===== src/rtl/mem_wb.sv =====
// Memory-access stage and MEM/WB pipeline register: runs loads/stores over a
// req/ack data-memory handshake, stalls upstream while busy, registers write-back.
module mem_wb (
  input  logic        clk,
  input  logic        rst,
  input  logic [15:0] aluResult,
  input  logic [15:0] r15Result,
  input  logic [15:0] op2Val,
  input  logic [3:0]  destReg,
  input  logic        wb,
  input  logic        r15We,
  input  logic        memRd,
  input  logic        memWr,
  output logic        dmReq,
  output logic        dmWe,
  output logic [15:0] dmAddr,
  output logic [15:0] dmWData,
  input  logic        dmAck,
  input  logic [15:0] dmRData,
  output logic        stall,
  output logic        wbEn,
  output logic [3:0]  wbReg,
  output logic [15:0] wbData,
  output logic        wbR15En,
  output logic [15:0] wbR15Data
);

  typedef enum logic {IDLE, ACCESS} state_e;

  state_e      state_q, state_d;
  logic        dm_we_q, dm_we_d;
  logic [15:0] dm_addr_q, dm_addr_d;
  logic [15:0] dm_wdata_q, dm_wdata_d;
  logic [3:0]  cap_dest_q, cap_dest_d;
  logic        cap_wb_q, cap_wb_d;
  logic        cap_r15we_q, cap_r15we_d;
  logic [15:0] cap_r15_q, cap_r15_d;
  logic        wb_en_q, wb_en_d;
  logic [3:0]  wb_reg_q, wb_reg_d;
  logic [15:0] wb_data_q, wb_data_d;
  logic        wb_r15_en_q, wb_r15_en_d;
  logic [15:0] wb_r15_data_q, wb_r15_data_d;

  always_comb begin
    state_d       = state_q;
    dm_we_d       = dm_we_q;
    dm_addr_d     = dm_addr_q;
    dm_wdata_d    = dm_wdata_q;
    cap_dest_d    = cap_dest_q;
    cap_wb_d      = cap_wb_q;
    cap_r15we_d   = cap_r15we_q;
    cap_r15_d     = cap_r15_q;
    // Enables are single-cycle pulses; data fields hold unless reloaded.
    wb_en_d       = 1'b0;
    wb_reg_d      = wb_reg_q;
    wb_data_d     = wb_data_q;
    wb_r15_en_d   = 1'b0;
    wb_r15_data_d = wb_r15_data_q;

    if (state_q == IDLE) begin
      if (memRd || memWr) begin
        state_d     = ACCESS;
        dm_we_d     = memWr;
        dm_addr_d   = aluResult;
        dm_wdata_d  = op2Val;
        cap_dest_d  = destReg;
        cap_wb_d    = wb;
        cap_r15we_d = r15We;
        cap_r15_d   = r15Result;
      end else begin
        wb_en_d       = wb;
        wb_reg_d      = destReg;
        wb_data_d     = aluResult;
        wb_r15_en_d   = r15We;
        wb_r15_data_d = r15Result;
      end
    end else if (dmAck) begin
      state_d       = IDLE;
      // A store (including memRd && memWr) never writes the register file.
      wb_en_d       = cap_wb_q & ~dm_we_q;
      wb_reg_d      = cap_dest_q;
      if (!dm_we_q) wb_data_d = dmRData;
      wb_r15_en_d   = cap_r15we_q;
      wb_r15_data_d = cap_r15_q;
    end
  end

  always_ff @(posedge clk or negedge rst) begin
    if (!rst) begin
      state_q       <= IDLE;
      dm_we_q       <= 1'b0;
      dm_addr_q     <= '0;
      dm_wdata_q    <= '0;
      cap_dest_q    <= '0;
      cap_wb_q      <= 1'b0;
      cap_r15we_q   <= 1'b0;
      cap_r15_q     <= '0;
      wb_en_q       <= 1'b0;
      wb_reg_q      <= '0;
      wb_data_q     <= '0;
      wb_r15_en_q   <= 1'b0;
      wb_r15_data_q <= '0;
    end else begin
      state_q       <= state_d;
      dm_we_q       <= dm_we_d;
      dm_addr_q     <= dm_addr_d;
      dm_wdata_q    <= dm_wdata_d;
      cap_dest_q    <= cap_dest_d;
      cap_wb_q      <= cap_wb_d;
      cap_r15we_q   <= cap_r15we_d;
      cap_r15_q     <= cap_r15_d;
      wb_en_q       <= wb_en_d;
      wb_reg_q      <= wb_reg_d;
      wb_data_q     <= wb_data_d;
      wb_r15_en_q   <= wb_r15_en_d;
      wb_r15_data_q <= wb_r15_data_d;
    end
  end

  assign stall     = (state_q == ACCESS);
  assign dmReq     = (state_q == ACCESS);
  assign dmWe      = dm_we_q;
  assign dmAddr    = dm_addr_q;
  assign dmWData   = dm_wdata_q;
  assign wbEn      = wb_en_q;
  assign wbReg     = wb_reg_q;
  assign wbData    = wb_data_q;
  assign wbR15En   = wb_r15_en_q;
  assign wbR15Data = wb_r15_data_q;

endmodule


===== config.mk =====
export PLATFORM = sky130hd
export DESIGN_NAME = mem_wb
export DESIGN_NICKNAME = d
export VERILOG_FILES = /design/src/rtl/mem_wb.sv
export SDC_FILE = /design/constraint.sdc
export NUM_CORES = 1
export LEC_CHECK = 0
export CORE_MARGIN = 2
export CORE_UTILIZATION = 45
export DETAILED_ROUTE_END_ITERATION = 7
export GPL_ROUTABILITY_DRIVEN = 0
export HOLD_SLACK_MARGIN = 0.12
export PLACE_DENSITY = 0.78
export SLEW_MARGIN = 10
export SYNTH_ARGS = -nofsm -noshare
export SYNTH_HDL_FRONTEND = slang
export SYNTH_SLANG_ARGS = --single-unit

===== constraint.sdc =====
create_clock -name clk -period 1.66 [get_ports clk]
set_input_delay 0.332 -clock clk [delete_from_list [all_inputs] [get_ports clk]]
set_output_delay 0.332 -clock clk [all_outputs]
set_load 0.01 [all_outputs]

After elaboration in Yosys (flattened, before gate mapping)
Index checks and enable logic that the tools add are counted.
- register bits: 94
- latch bits: 0
- RAM bits: 0
- ROM bits: 0
- bits of input ports: 75
- output and inout port bits: 73
- logic and storage cells: 42
- memories kept: 0
- add/sub/neg operators: 0
- multiply operators: 0
- div/mod/pow operators: 0
- $lt $le $gt $ge: 0
- eq/ne operators: 3
- shift operators: 0
- multiplexer cells: 19
- bitwise operators: 3
- reduce and logical (&&, ||, !) cells: 4
- operators with widths (kind ; count):
    16-bit two-way mux ; 7
    4-bit two-way mux ; 3
    1-bit two-way mux ; 9
    2-bit inequality test (second input constant) ; 3
    2-bit AND reduction ; 2
    3-bit AND reduction ; 1
    1-bit NOT ; 2
    1-bit bitwise AND ; 1
    1-bit logical OR ; 1

Depth between registers and ports, before layout
- word-level depth: 4
- gate-level depth with buffers: 6

Least setup slack after synthesis
OpenSTA, ideal clock, no wires.
- kind: in2reg
- start: input memWr
- end: register cap_dest_q[0]
- arrival time: 1.335 ns
- data required time: 1.535 ns
- path slack: 0.200 ns
- stages: 6
- cells stage by stage: or2_1 > buf_6 > nand2b_4 > buf_12 > buf_12 > mux2_4
- longest elaborated chain between the ends: 2
- ends and longest elaborated chain (item ; RTL line ; RTL):
    start, declared ; 13 ; input logic memWr,
    1-bit logical OR ; 61 ; if (memRd || memWr) begin
    2-bit AND reduction (no line) ; n/a ;
    end signal, assigned ; 108 ; cap_dest_q <= cap_dest_d;
    end, declared ; 34 ; logic [3:0] cap_dest_q, cap_dest_d;
No other way between the ends.
A chain may end at the register's enable or synchronous reset.

Worst setup path after layout
- start: register wb_data_q[10] (netlist: wbData[10])
- end: output wbData[10]
- RTL lines (item ; RTL line ; RTL):
    start, declared ; 40 ; logic [15:0] wb_data_q, wb_data_d;
    start signal, assigned ; 114 ; wb_data_q <= wb_data_d;
    end, declared ; 23 ; output logic [15:0] wbData,
No word-level cell between the ends.

==> results by group <==
Run status
  • Status: finished, final reports clean

Global routing
  • GRT overflow: 0
  • Vias in the first global route: 3025
  • Global Route Usage Sum: 19.6%
  • Largest net degree at the start of global routing: 95
  • First-pass GRT wire length: 15.6 mm
  • Antenna violations before repair: 0

Synth
  • Synth top area cells: dfrtp_1 56%, mux2_4 18%, mux2i_1 11%, o22ai_1 3.0%, buf_12 2.8%
  • Largest family of logic cells by synthesized area: multiplexers
  • Post-synthesis cell type count: 21
  • Post-synthesis sequential area ratio: 55.7%
  • Synth Area in Adders: 0%
  • Mux cell area share after synthesis: 30.5%
  • Post-Synthesis Cells: 291
  • Mapped Area: 4230 um2
  • XOR/XNOR share of the synthesized area: 0%
  • Asr flop ratio synth: 100%
  • Post-synth EDFFs: 0
  • Fraction of the mapped netlist area in compound gates: 5.77%
  • Synth top area share: 55.7%
  • Top_reg_cell synth: dfrtp_1
  • Register bit total from synthesis: 94
  • Post-Synth Simple-Gate Area: 2.96%
  • Count leader, synth: dfrtp_1
  • YS warnings: 0
  • Post-Syn Nets: 366
  • Biggest area consumer among synthesized cells: dfrtp_1
  • Synth Area per Inst: 14.5 um2
  • Top post-synthesis cells by count: 94 x dfrtp_1, 50 x mux2_4, 48 x mux2i_1

Route
  • Detailed Routing Iterations Pass 1: 4
  • Remaining antenna violation count: 0
  • Initial drt markers: 72
  • Via count: 2902
  • Drt wl/cell: 17.5 um
  • Wire length on met2: 4.58 mm
  • Metal1 wirelength: 4.51 mm
  • Final WL: 9.75 mm
  • Number of remaining DRC errors: 0
  • Top layer in use: met4
  • Metal3 WL: 493 um
  • Vias/cell: 5.20

Timing
  • Post-layout min period: 1.61 ns
  • Period utilization: 96.9%
  • Worst-Margin Slew: 0.491 ns
  • Worst Hold Slack: 0.514 ns
  • Fin. max-slew vios: 0
  • Rel. slew slack: 67.2%
  • Fin Setup TNS: 0 ns
  • Worst Clk Skew: 0.00588 ns
  • Unrepaired setup endpoints after global routing: false
  • Final hold violations: 0
  • Setup ws final: 0.0517 ns
  • Fmax: 622 MHz
  • Setup violations, final: 0

Hold path
  • Hold Path Stages: 1
  • Hold crit path type: reg2reg

Pwr
  • LEAKAGE: 2.91 nW
  • Worst VDD drop: 489 uV
  • Power Density: 1250 nW/um2

Finish
  • Post-Route Utilization: 65.6%
  • Ant. Diodes: 0
  • Layout cells sized above 1: 19.7%
  • Fin nets: 517
  • Fill count: 709
  • Layout overhead on the synthesized area: 42.8%

Placement
  • Post-Place Worst Slack: -0.215 ns
  • Placed wire-length estimate: 6.71 mm
  • Port-buffer cells: 147

Die
  • Die Area: 10200 um2
  • Core Footprint: 9200 um2
  • Chip width: 101 um
  • Initial Util: 45.9%
  • Die span in y: 101 um
  • Boundary Pins: 148
  • Row count: 35

Worst setup path
  • Critical Path Max Stage Delay: 0.55 ns
  • Worst EP required: 1.33 ns
  • Critical path, cell by cell: clkdlybuf4s50_1
  • Setup crit end kind: primary output
  • Critical path's top delay family: buffers and inverters
  • Crit Path Class: reg2out
  • Worst path slowest cell: clkdlybuf4s50_1
  • Worst path depth: 1
  • Bufs and invs on worst path: 1
  • Worst Path Arrival: 1.28 ns
  • Crit Path Max Fanout: 3
  • Cells on worst reg2reg path: 5
  • CP startpoint kind: register

Clocking
  • Max clock buf depth: 2
  • Worst-skew pair later-pin latency: 0.35 ns
  • CTS tree: built
  • Clk sinks: 94
  • Clock transition at path regs: 0.09 ns
  • Total CTS buffers: 9
  • Clk root buf: clkbuf_8
  • H-tree lvl count: 3

Job
  • Max Cap Viol: 0
report_power, final:
| group | switching, mW | leakage [nW] | internal, mW | total (mW) |
|---|---|---|---|---|
| combinational | 1.03 | 1.73 | 1.74 | 2.78 |
| sequential | 0.385 | 1.09 | 2.90 | 3.29 |
| clock | 0.775 | 0.0883 | 0.692 | 1.47 |
routing by layer:
metal  vias up  GRT usage (%)
li1       1337              -
met1      1438           26.9
met2       113           31.7
met3        14           3.05
met4         0           6.96
met5         -              0
flip-flops by register name (all words and copies together) (netlist names), 4 cells and up:
name and cells:
cap_dest_q 4, cap_r15_q 16, dmWData 16, wbReg 4
wbData 16, dmAddr 16, wbR15Data 16
timing repair:
item	CTS	global route
pin swaps	0	0
endpoints found under the hold margin	94	0
endpoints found under the setup margin	3	10
buffers inserted	1	0
gates resized for setup	3	10
hold buffers	1	0
metrics by stage:
step                cell area, um2  power, mW  cells
global route                  6030       7.96    558
detailed placement            5800       6.15    540
floorplan                     4230       4.66    291
CTS                           6010       7.64    558
finish                        6030       7.53    558
global placement              5800       6.06    540
kinds of logic after synthesis:
| kind of cell | count (synthesis) |
|---|---|
| muxes | 103 |
| DFF | 94 |
| AOI/OAI and AO/OA | 42 |
| and+or+nand+nor | 28 |
| buffers and inverters | 24 |
cells in the final DEF, fill, tap and decap left out, types with 2 or more instances in the layout:
| cell type | count |
|---|---|
| dlymetal6s2s_1 | 10 |
| o22ai_1 | 20 |
| mux2_2 | 5 |
| buf_4 | 10 |
| clkinv_2 | 2 |
| clkdlybuf4s50_1 | 134 |
| nor2_1 | 22 |
| mux2_4 | 50 |
| clkbuf_8 | 9 |
| mux2i_1 | 48 |
| clkinvlp_4 | 3 |
| a21oi_1 | 20 |
| buf_12 | 6 |
| dfrtp_1 | 93 |
| dlygate4sd2_1 | 2 |
path summary, 6_finish.rpt:
path	startpoint	endpoint	slack (ns)
worst max-delay path	wbData[10]	wbData[10]	0.05
worst min-delay path	cap_wb_q	cap_wb_q	0.51
worst max register to register	dmReq	wbR15Data[2]	0.08
worst min register to register	cap_wb_q	cap_wb_q	0.51
max in group asynchronous	rst	dmReq	0.72
min in group asynchronous	rst	dmAddr[4]	0.57
cell type report:
class / instances / area (um2) / share of cell area, %
Clock buffer: 10 / 128 / 2.12
Inverter: 1 / 3.75 / 0.0622
Sequential cell: 94 / 2350 / 39.0
Clock inverter: 6 / 62.6 / 1.04
Timing Repair Buffer: 163 / 1690 / 28.0
Tap cell: 111 / 139 / 2.30
Multi-Input combinational cell: 173 / 1660 / 27.5
worst reg2reg max path, cell delays in order (launching register included):
cell and delay [ns]:
dfrtp_2 0.43, buf_4 0.16, or3_1 0.41, buf_12 0.19, o22ai_1 0.22, a21oi_1 0.06
Power figures use the tool's default switching activity.
